$ cat config.mk
export PLATFORM = sky130hd
export DESIGN_NAME = unit_addr_router_flat
export DESIGN_NICKNAME = d
export VERILOG_FILES = /design/src/rtl/unit_addr_router_if.sv /design/src/rtl/unit_addr_router.sv /design/src/flat_wrapper.sv
export SDC_FILE = /design/constraint.sdc
export NUM_CORES = 1
export LEC_CHECK = 0
export ABC_AREA = 1
export CORE_MARGIN = 2
export CORE_UTILIZATION = 28
export CTS_CLUSTER_SIZE = 28
export DETAILED_ROUTE_END_ITERATION = 10
export PLACE_DENSITY = 0.67
export RECOVER_POWER = 50
export SLEW_MARGIN = 20
export SYNTH_ARGS = -nofsm -noshare
export SYNTH_HDL_FRONTEND = slang
export SYNTH_SLANG_ARGS = --single-unit
$ cat constraint.sdc
create_clock -name clk -period 2.45 [get_ports clk]
set_input_delay 0.3675 -clock clk [delete_from_list [all_inputs] [get_ports clk]]
set_output_delay 0.3675 -clock clk [all_outputs]
set_load 0.02 [all_outputs]
$ cat src/rtl/unit_addr_router_if.sv
// ============================================================================
// Module      : unit_addr_router_if
// Description : Framed word-stream interface (valid/ready with sop/eop)
//               feeding the unit address router.
// Revision    : 1.0 - initial release
// ============================================================================
`default_nettype none

interface unit_addr_router_if #(
    parameter int W_WIDTH = 32
);
    logic               pkt_valid;
    logic               pkt_ready;
    logic               pkt_sop;
    logic               pkt_eop;
    logic [W_WIDTH-1:0] pkt_data;

    modport master (
        output pkt_valid,
        output pkt_sop,
        output pkt_eop,
        output pkt_data,
        input  pkt_ready
    );

    modport slave (
        input  pkt_valid,
        input  pkt_sop,
        input  pkt_eop,
        input  pkt_data,
        output pkt_ready
    );
endinterface

`default_nettype wire

$ cat src/rtl/unit_addr_router.sv
// ============================================================================
// Module      : unit_addr_router
// Description : Decodes the unit address in each packet header and steers the
//               packet into one of four port FIFOs; drops misses and orphans.
// Revision    : 1.0 - initial release
// ============================================================================
`default_nettype none

module unit_addr_router #(
    parameter int W_WIDTH = 32,
    parameter int ADDR_W  = 8,
    parameter int CNT_W   = 16
) (
    input  wire logic                clk,
    input  wire logic                rst,
    input  wire logic                en,
    input  wire logic [4*ADDR_W-1:0] unit_addr,
    unit_addr_router_if.slave        pkt,
    input  wire logic [3:0]          fifo_full,
    output logic      [3:0]          fifo_wr_en,
    output logic      [W_WIDTH-1:0]  fifo_data,
    output logic      [CNT_W-1:0]    fwd_cnt,
    output logic      [CNT_W-1:0]    drop_cnt,
    output logic                     err_pulse
);

    localparam logic [1:0] c_IDLE = 2'd0;
    localparam logic [1:0] c_FWD  = 2'd1;
    localparam logic [1:0] c_DROP = 2'd2;

    logic [1:0]       r_state;
    logic [1:0]       r_sel;
    logic [CNT_W-1:0] r_fwd_cnt;
    logic [CNT_W-1:0] r_drop_cnt;
    logic             r_err_pulse;

    logic [3:0] w_hit;
    logic       w_any_hit;
    logic [1:0] w_hit_idx;
    logic       w_ready;
    logic       w_write;
    logic [1:0] w_target;
    logic       w_accept;

    generate
        for (genvar k = 0; k < 4; k++) begin : g_hit
            assign w_hit[k] = (pkt.pkt_data[ADDR_W-1:0] == unit_addr[k*ADDR_W +: ADDR_W]);
        end
    endgenerate

    assign w_any_hit = |w_hit;

    // Scan from the top so the lowest matching port is the last one written.
    always_comb begin
        w_hit_idx = 2'd0;
        if (w_hit[3]) w_hit_idx = 2'd3;
        if (w_hit[2]) w_hit_idx = 2'd2;
        if (w_hit[1]) w_hit_idx = 2'd1;
        if (w_hit[0]) w_hit_idx = 2'd0;
    end

    always_comb begin
        w_ready  = 1'b0;
        w_write  = 1'b0;
        w_target = r_sel;
        if (en && !rst) begin
            case (r_state)
                c_IDLE: begin
                    if (pkt.pkt_sop && w_any_hit) begin
                        w_target = w_hit_idx;
                        w_write  = 1'b1;
                        w_ready  = !fifo_full[w_hit_idx];
                    end else begin
                        w_ready  = 1'b1;
                    end
                end
                c_FWD: begin
                    w_write = 1'b1;
                    w_ready = !fifo_full[r_sel];
                end
                default: w_ready = 1'b1;
            endcase
        end
    end

    assign w_accept      = pkt.pkt_valid && w_ready;
    assign pkt.pkt_ready = w_ready;
    assign fifo_data     = pkt.pkt_data;
    assign fifo_wr_en    = (w_accept && w_write) ? (4'b0001 << w_target) : 4'b0000;

    always_ff @(posedge clk or posedge rst) begin
        if (rst) begin
            r_state     <= c_IDLE;
            r_sel       <= 2'd0;
            r_fwd_cnt   <= '0;
            r_drop_cnt  <= '0;
            r_err_pulse <= 1'b0;
        end else begin
            r_err_pulse <= 1'b0;
            case (r_state)
                c_IDLE: begin
                    if (w_accept) begin
                        if (!pkt.pkt_sop) begin
                            r_err_pulse <= 1'b1;
                        end else if (w_any_hit) begin
                            r_sel <= w_hit_idx;
                            if (pkt.pkt_eop) begin
                                if (r_fwd_cnt != '1) r_fwd_cnt <= r_fwd_cnt + 1'b1;
                            end else begin
                                r_state <= c_FWD;
                            end
                        end else begin
                            if (r_drop_cnt != '1) r_drop_cnt <= r_drop_cnt + 1'b1;
                            if (!pkt.pkt_eop) r_state <= c_DROP;
                        end
                    end
                end
                c_FWD: begin
                    if (w_accept) begin
                        if (pkt.pkt_sop) r_err_pulse <= 1'b1;
                        if (pkt.pkt_eop) begin
                            if (r_fwd_cnt != '1) r_fwd_cnt <= r_fwd_cnt + 1'b1;
                            r_state <= c_IDLE;
                        end
                    end
                end
                c_DROP: begin
                    if (w_accept) begin
                        if (pkt.pkt_sop) r_err_pulse <= 1'b1;
                        if (pkt.pkt_eop) r_state <= c_IDLE;
                    end
                end
                default: r_state <= c_IDLE;
            endcase
        end
    end

    assign fwd_cnt   = r_fwd_cnt;
    assign drop_cnt  = r_drop_cnt;
    assign err_pulse = r_err_pulse;

endmodule

`default_nettype wire

$ cat src/flat_wrapper.sv
// flat-port wrapper written by rule: the top's interface ports become plain ports
module unit_addr_router_flat 
#(
    parameter int W_WIDTH = 32,
    parameter int ADDR_W  = 8,
    parameter int CNT_W   = 16
)
  (clk, rst, en, unit_addr, fifo_full, fifo_wr_en, fifo_data, fwd_cnt, drop_cnt, err_pulse, pkt_pkt_valid, pkt_pkt_sop, pkt_pkt_eop, pkt_pkt_data, pkt_pkt_ready);
  unit_addr_router_if #(.W_WIDTH(W_WIDTH)) pkt_i ();
  input  wire logic clk;
  input  wire logic rst;
  input  wire logic en;
  input  wire logic [4*ADDR_W-1:0] unit_addr;
  input  wire logic [3:0] fifo_full;
  output logic      [3:0] fifo_wr_en;
  output logic      [W_WIDTH-1:0] fifo_data;
  output logic      [CNT_W-1:0] fwd_cnt;
  output logic      [CNT_W-1:0] drop_cnt;
  output logic err_pulse;
  input wire logic [$bits(pkt_i.pkt_valid)-1:0] pkt_pkt_valid;
  input wire logic [$bits(pkt_i.pkt_sop)-1:0] pkt_pkt_sop;
  input wire logic [$bits(pkt_i.pkt_eop)-1:0] pkt_pkt_eop;
  input wire logic [$bits(pkt_i.pkt_data)-1:0] pkt_pkt_data;
  output wire logic [$bits(pkt_i.pkt_ready)-1:0] pkt_pkt_ready;
  assign pkt_i.pkt_valid = pkt_pkt_valid;
  assign pkt_i.pkt_sop = pkt_pkt_sop;
  assign pkt_i.pkt_eop = pkt_pkt_eop;
  assign pkt_i.pkt_data = pkt_pkt_data;
  assign pkt_pkt_ready = pkt_i.pkt_ready;
  unit_addr_router #(.W_WIDTH(W_WIDTH), .ADDR_W(ADDR_W), .CNT_W(CNT_W)) u_core (.clk(clk), .rst(rst), .en(en), .unit_addr(unit_addr), .pkt(pkt_i), .fifo_full(fifo_full), .fifo_wr_en(fifo_wr_en), .fifo_data(fifo_data), .fwd_cnt(fwd_cnt), .drop_cnt(drop_cnt), .err_pulse(err_pulse));
endmodule
Word-level counts from Yosys, hierarchy flattened. Index checks and enable logic that the tools add are counted.

Flip-flop bits (word level): 37. Input bits: 74. Output and inout bits: 70. Logic and storage cells: 79.

Add/sub/neg operators: 2. Magnitude comparators: 2. Equal/unequal tests: 15. Shifts and indexed selects: 1. Muxes and demuxes: 38. Bitwise gates (word level): 1. Reduce and logical (&&, ||, !) cells: 15.

Operators by type and width (number): $mux 16 (6); $add 16x1->16 const B (2); $eq 8x8->1 (4); $ne 16x16->1 const B (2); $pmux 16 s2 (1); $mux 2 (14); $reduce_and 5->1 (3); $mux 1 (10); $ne 2x1->1 const B (5); $lt 2x3->1 const B (2); $pmux 1 s2 (3); $bmux 1 s2 (2); $logic_and 1x1->1 (4); $mux 4 (1); $ne 2x2->1 const B (2); $pmux 2 s2 (1); $reduce_and 4->1 (1); $reduce_or 4->1 (1); $shl 1x2->4 const A (1); $logic_not 1->1 (3); $eq 2x1->1 const B (1); $eq 2x2->1 const B (1); $logic_not 2->1 (1); $reduce_bool 2->1 (1); 2 further kinds (2).

Logic depth before layout (Yosys ltp). Gate-level depths: netlist of run 1.

Depth in word-level cells: 14. Mapped depth: 21. Mapped depth without buffers: 20.

Worst setup path after synthesis of run 1. No wires, ideal clock.

Kind: input to output. From: input rst. To: output fifo_wr_en[2]. Data arrival time: 2277 ps. Data required time: 2082 ps. Path slack: -195 ps. Cell stages on the path: 9. Buffers on the path: 0. Cells stage by stage: inv_1 nand2_1 inv_1 o21ai_0 nand2_2 nand2_2 nor2_1 nand2_1 nor2_1.

Cells in the longest elaborated chain, start to end: 6. Elaborated cells between the ends (all ways): 9. Classes of those cells: 1 x shift; 4 x mux; 4 x reduce/logical.

RTL lines: from (decl) (line flat_wrapper.sv:11) `input wire logic rst;`; $logic_not 1->1 (line unit_addr_router.sv:66) `if (en && !rst) begin`; $logic_and 1x1->1 (line unit_addr_router.sv:66); $mux 1 (line unit_addr_router.sv:66); named net pkt_pkt_ready (line flat_wrapper.sv:24) `output wire logic [$bits(pkt_i.pkt_ready)-1:0] pkt_pkt_ready;`; $logic_and 1x1->1 (line unit_addr_router.sv:86) `assign w_accept = pkt.pkt_valid && w_ready;`; $logic_and 1x1->1 (line unit_addr_router.sv:89) `assign fifo_wr_en = (w_accept && w_write) ? (4'b0001 << w_target) : 4'b0000;`; $mux 4 (line unit_addr_router.sv:89); to (decl) (line flat_wrapper.sv:15) `output logic [3:0] fifo_wr_en;`.

The timed path passes the listed nets, and every way through them passes these cells.

Worst setup path after layout of run 1.
From: input unit_addr[0]. To: output fifo_wr_en[1].

Cells in the longest elaborated chain, start to end: 11. Elaborated cells between the ends (all ways): 20. Classes of those cells: 1 x eq/ne; 1 x shift; 13 x mux; 5 x reduce/logical.

RTL lines: from (decl) (line flat_wrapper.sv:13) `input wire logic [4*ADDR_W-1:0] unit_addr;`; $eq 8x8->1 * (line unit_addr_router.sv:47) `assign w_hit[k] = (pkt.pkt_data[ADDR_W-1:0] == unit_addr[k*ADDR_W +: ADDR_W]);`; $mux 2 (line unit_addr_router.sv:59) `if (w_hit[0]) w_hit_idx = 2'd0;`; $bmux 1 s2 (line unit_addr_router.sv:72) `w_ready = !fifo_full[w_hit_idx];`; $mux 1 (not written as such) (line unit_addr_router.sv:72); $logic_not 1->1 (line unit_addr_router.sv:72); $mux 1 (line unit_addr_router.sv:69) `if (pkt.pkt_sop && w_any_hit) begin`; $pmux 1 s2 (line unit_addr_router.sv:67) `case (r_state)`; $mux 1 (line unit_addr_router.sv:66); $logic_and 1x1->1 (line unit_addr_router.sv:86); $logic_and 1x1->1 (line unit_addr_router.sv:89); $mux 4 * (line unit_addr_router.sv:89).

Every way passes the cells marked *; elsewhere a longest branch is shown, timed or not. The select of a mux whose other input is x is not followed.

==> results of run 1 <==
==> cell usage in the layout (no fill, tap or decap), drive strengths merged <==
cell type and instances:
nand2 161, inv 68, buf 54, clkdlybuf4s50 41
dfrtp 37, nor2 32, o21ai 29, nand3 25
clkbuf 18, xnor2 17, xor2 15, nand4 9
dlygate4sd3 9, nor3 9, nor4 7, clkdlybuf4s15 6
ha 5, a21oi 5, or2 3, and3 2
nand3b 2, clkinvlp 1, o211ai 1, a21boi 1
o31ai 1, nor4b 1, clkinv 1
==> final timing paths <==
path | depth (start not counted) | end | start | slack [ps]
worst max-delay path | 18 | fifo_wr_en[1] | unit_addr[0] | -9
min in group asynchronous | 3 | u_core.fwd_cnt[4]$_DFFE_PP0P_ | rst | 910
max in group asynchronous | 3 | u_core.fwd_cnt[9]$_DFFE_PP0P_ | rst | 970
worst max register to register | 11 | u_core.fwd_cnt[11]$_DFFE_PP0P_ | u_core.fwd_cnt[0]$_DFFE_PP0P_ | 290
worst min-delay path | 1 | u_core.fwd_cnt[0]$_DFFE_PP0P_ | u_core.fwd_cnt[0]$_DFFE_PP0P_ | 530
worst min register to register | 1 | u_core.fwd_cnt[0]$_DFFE_PP0P_ | u_core.fwd_cnt[0]$_DFFE_PP0P_ | 530
==> cells by family (layout without fill, tap and decap cells) <==
logic type                 after synthesis  count (layout)  synth area share [%]
and+or+nand+nor                        251             251                  35.1
buffers and inverters                  107             198                  17.8
AOI/OAI and AO/OA                       37              37                  6.62
DFF                                     37              37                  29.5
xor gates and xnor gates                32              32                  8.94
adders and majority gates                5               5                  2.00
==> cell type report <==
class / count / area share (%)
clock buffer: 5 / 1.59
clock inverter: 1 / 0.115
inverter: 69 / 6.06
multi-input combinational: 325 / 42.0
sequential: 37 / 21.3
tap: 140 / 4.04
timing repair buffer: 123 / 24.8
==> timing repair <==
action,in CTS,in global routing
endpoints found under the setup margin,39,8
pin swaps,51,43
hold buffers,0,0
resized for setup,171,62
buffers inserted,1,2
==> sequential cells by signal, indices dropped and copies added, names as in the netlist <==
| register | cells |
|---|---|
| u_core.fwd_cnt | 16 |
| u_core.drop_cnt | 16 |
| u_core.r_sel | 2 |
| u_core.r_state | 2 |
| u_core.err_pulse | 1 |
==> stage by stage <==
stage / utilization (%) / power (uW) / setup TNS (ps) / setup WS (ps) / hold slack [ps]
floorplan: - / 1380 / 0 / 94.3 / 331
global placement: 38.4 / 1770 / -17850 / -1040 / 514
detailed placement: 38.4 / 1790 / -19290 / -1060 / 519
CTS: 39.0 / 2190 / 0 / 1.02 / 535
global route: 39.9 / 2350 / -566 / -157 / 556
finish: 39.9 / 2180 / -8.69 / -8.69 / 533
==> critical path, stage by stage <==
cell             delay (ps)
clkdlybuf4s15_2         190
nand2_1                  70
nand4_1                 120
nor2_1                  150
nand3_2                 100
buf_6                   140
nand2_4                  60
nand2_2                  50
nand3_2                  60
nand2_1                  60
nand2_1                  60
nand2_1                  50
nand2_2                  90
nand2_4                  70
nor2_4                  150
nand2_2                  70
nor2_1                   90
buf_4                   150
==> power breakdown <==
| group | leakage, uW | switching (uW) | internal (uW) |
|---|---|---|---|
| clock | 0.0000399 | 210 | 187 |
| sequential | 0.000498 | 79.0 | 699 |
| combinational | 0.00153 | 549 | 453 |
==> metal layers <==
layer  vias up  global-route usage [%]
met4         0                    3.62
met3        17                    2.90
li1       1613                       -
met5         -                       0
met1      1465                    17.6
met2        67                    24.7
==> flow_summary.json, run 1 <==
{
  "drc": 0,
  "nFillCells": 1139,
  "cts.sinks": 37,
  "diodes": 0,
  "cp-end-kind": "primary output",
  "regArea_um2": 926,
  "final_area_mm2": 0.00434,
  "met3WireLength_um": 424,
  "stdcell_count": 700,
  "wl_met1_um": 3550,
  "setup_slack_ps": -8.69,
  "antenna_found_initial": 0,
  "dp_hpwl_um": 6600,
  "setup.worst_path.start_class": "primary input",
  "synth_ff_type": "dfrtp_1",
  "grt_overflow": 0,
  "firstDrtPassIters": 4,
  "ys_types": 31,
  "met2WireLength_um": 4200,
  "power-per-cell-area_mw_per_mm2": 502,
  "drt-initial-drc-count": 90,
  "yosysTopAreaCell": "dfrtp_1",
  "grt_pass1_wl_um": 13800,
  "routed.top_layer": "met4",
  "cts_made_buffers": 5,
  "max_freq_mhz": 407,
  "violations": "setup timing",
  "cts_buffer_depth": 2,
  "coreArea_mm2": 0.0109,
  "synthArstFlopShare_pct": 100,
  "hp-class": "reg -> reg",
  "htree_levels": 2,
  "wl_um": 8290,
  "layout.nets": 640,
  "max_slew.worst_pin.slew_ps": 937,
  "critPathArrivalTime_ps": 2090,
  "placed_area_mm2": 0.00418,
  "slew_headroom_pct": 37.6,
  "fin_crit_sh_pct": 100,
  "rows": 38,
  "start_util_pct": 28.8,
  "avgRoutedWirePerCell_um": 11.8,
  "root_buffer": "clkbuf_8",
  "setup_viol": 1,
  "finalClockSkew_ps": 5.49,
  "synth_commonest_cells": "nand2_1, inv_1, dfrtp_1",
  "p_leak_uw": 0.00207,
  "path_class": "in -> out",
  "ys_seq_area_share_pct": 29.5,
  "portBuffers": 95,
  "synth_edf_count": 0,
  "drv_slew": 0,
  "area_growth_pct": 38.4,
  "route.detailed.vias_per_inst": 4.52,
  "netlist_area_mm2": 0.00314,
  "die_height_um": 110,
  "hold_viol": 0,
  "ant_nets": 0,
  "avgSynthCellArea_um2": 6.69,
  "vias": 3162,
  "fp.dieW_um": 110,
  "period_needed_ps": 2460,
  "required_ps": 2080,
  "grt_max_degree": 38,
  "dpl.cell_count": 691,
  "globalRouteTotalUtil_pct": 14.1,
  "synthesis.nets": 548,
  "yosysMostFrequentCell": "nand2_1",
  "final_layout_size_suffix_gt1_share_pct": 25.2,
  "ys_ff_latch": 37,
  "netlist_top_cells_area": "dfrtp_1, nand2_1, buf_4, inv_1, xnor2_1",
  "clkLatencyLatePin_ps": 290,
  "cp_max_fo": 3,
  "cts_tree": "yes",
  "dieArea_mm2": 0.0121,
  "status": "finished with violations",
  "max-vdd-ir-drop_uv": 241,
  "synth_warnings": 0,
  "grt_pass1_vias": 3046,
  "io_pins": 144,
  "rsz0062_at_grt": "true",
  "multi_input_area_mm2": 0.00182,
  "gp_congestion": 0.871,
  "synth_cells": 469,
  "clk_pin_slew_worst_paths_ps": 70,
  "max-cap-violations": 0,
  "synth_top_area_share_pct": 29.5
}
No activity file was read; power rests on OpenSTA's default activity.
==> run 2, diff against run 1 <==
DONT_BUFFER_PORTS = 1   (was not set)
PLACE_DENSITY = not set   (was 0.67)
PLACE_DENSITY_LB_ADDON = 0.2   (was not set)
SLEW_MARGIN = not set   (was 20)
==> run 2 against run 1 <==
Net effect:
- the flow now finishes without violations
- maximum frequency grew 5.5%
- register-to-register slack better by 50 ps
- sequential cell count did not move
- routed wire length down 5.5%
- global-route usage down 0.70 points
- combinational power fell by 20%
- critical path depth decreased by 3
- first-iteration DRC count grew 71%
- critical path type unchanged
==> flow_summary.json, run 2 (synthesis gave the netlist of run 1 again) <==
{
  "gp_congestion": 0.811,
  "dp_hpwl_um": 6230,
  "start_util_pct": 28.8,
  "cp_max_fo": 3,
  "final_layout_size_suffix_gt1_share_pct": 19.8,
  "vias": 2782,
  "drc": 0,
  "cts_buffer_depth": 2,
  "status": "finished, final reports clean",
  "nFillCells": 1204,
  "setup_viol": 0,
  "pwr-share-seq_pct": 37.8,
  "r2r_slack_ps": 340,
  "regArea_um2": 926,
  "clockPowerShare_pct": 21.9,
  "drv_slew": 0,
  "io_pins": 144,
  "cp_cell_sequence": "xnor2_4 -> nand2_1 -> nor2_1 -> nand3_1 -> nand2_2 -> inv_2 -> a21oi_2 -> nand2_1 -> nor2_2 -> inv_2 -> o21ai_2 -> inv_1 -> nand2_2 -> nor2_2 -> buf_4",
  "grt_max_degree": 38,
  "setup_slack_ps": 120,
  "layout.nets": 558,
  "cts_tree": "yes",
  "critPathArrivalTime_ps": 1960,
  "max_freq_mhz": 429,
  "grt_pass1_wl_um": 13000,
  "power-per-cell-area_mw_per_mm2": 570,
  "dieArea_mm2": 0.0121,
  "coreArea_mm2": 0.0109,
  "critical-path-max-stage-delay_ps": 170,
  "pre_cts_ws_ps": -13.8,
  "cts_made_buffers": 5,
  "wl_um": 7840,
  "root_buffer": "clkbuf_8",
  "fp.dieW_um": 110,
  "ant_nets": 0,
  "pwr-share-comb_pct": 40.3,
  "firstDrtPassIters": 4,
  "htree_levels": 2,
  "drt-initial-drc-count": 154,
  "avgRoutedWirePerCell_um": 12.7,
  "switching_power_uw": 771,
  "slew_headroom_pct": 34.1,
  "clk_pin_slew_worst_paths_ps": 70,
  "max-cap-violations": 0,
  "diodes": 0,
  "rsz0062_at_grt": "true",
  "max-vdd-ir-drop_uv": 204,
  "slowest_stage": "nor2_2",
  "globalRouteTotalUtil_pct": 13.4,
  "die_height_um": 110,
  "route.detailed.vias_per_inst": 4.49,
  "period_needed_ps": 2330,
  "tns_ps": 0,
  "area_growth_pct": 11.6,
  "grt_pass1_vias": 2818,
  "multi_input_area_mm2": 0.00173,
  "p_leak_uw": 0.00171,
  "hold_viol": 0,
  "cts.sinks": 37,
  "required_ps": 2080,
  "clkLatencyLatePin_ps": 280,
  "final_common_cell": "nand2_1",
  "p_sw_share_pct": 38.7,
  "cp-end-kind": "primary output",
  "antenna_found_initial": 0,
  "fin_crit_sh_pct": 95.1,
  "rows": 38,
  "portBuffers": 0,
  "max_slew.worst_pin.slew_ps": 989,
  "setup.worst_path.start_class": "primary input",
  "p_int_uw": 1220,
  "grt_overflow": 0,
  "final_cell_mix": "nand2_1, inv_1, buf_4",
  "finalClockSkew_ps": 6.21,
  "hp-class": "in -> reg",
  "path_class": "in -> out"
}
-- run 2: power by group through the flow --
| stage | clock [uW] | combinational [uW] | sequential (uW) |
|---|---|---|---|
| finish | 436 | 804 | 754 |
| global route | 491 | 905 | 762 |
| floorplan | 0 | 502 | 881 |
| global placement | 0 | 795 | 765 |
| detailed placement | 0 | 801 | 767 |
| CTS | 460 | 804 | 755 |
-- run 2: worst max-delay path, delay by kind of cell --
kind	cells	cell delay [ps]
and+or+nand+nor	8	820
AOI/OAI and AO/OA	2	300
xor gates and xnor gates	1	130
buffers and inverters	4	330
-- run 2: through the flow --
stage / cell area, um2 / total power (uW) / utilization, % / std cells / hold WS (ps)
after floorplan: 3140 / 1380 / - / 469 / 331
after global placement: 3330 / 1560 / 30.6 / 611 / 460
after detailed placement: 3330 / 1570 / 30.6 / 611 / 461
after CTS: 3410 / 2020 / 31.3 / 618 / 147
after global routing: 3500 / 2160 / 32.1 / 619 / 284
final: 3500 / 1990 / 32.1 / 619 / 301
-- run 2: routing by layer --
layer	track usage (%)	wire length, um	vias to the layer above
met1	16.3	3420	1272
met4	1.99	21	0
met2	23.0	3830	56
li1	-	-	1452
met5	0	0	-
met3	5.04	572	2
-- run 2: layout make-up --
cell class	instances	area share, %
tap	140	5.01
inverter	69	7.44
multi-input combinational	325	49.4
timing repair buffer	41	9.19
clock buffer	7	2.47
sequential	37	26.5
-- run 2: what timing repair did --
item,CTS,global route
endpoints found under the setup margin,4,4
pin swaps,0,15
gates resized for setup,1,27
setup buffers,0,1
hold buffers,0,0
-- run 2: worst paths after layout --
path / startpoint / to / cells past startpoint
max: unit_addr[10] / fifo_wr_en[0] / 15
min: pkt_pkt_sop / u_core.err_pulse$_DFF_PP0_ / 2
max reg2reg: u_core.drop_cnt[1]$_DFFE_PP0P_ / u_core.drop_cnt[6]$_DFFE_PP0P_ / 12
min reg2reg: u_core.r_state[1]$_DFFE_PP0P_ / u_core.r_state[1]$_DFFE_PP0P_ / 2
max in group asynchronous: rst / u_core.fwd_cnt[13]$_DFFE_PP0P_ / 2
min in group asynchronous: rst / u_core.fwd_cnt[8]$_DFFE_PP0P_ / 2
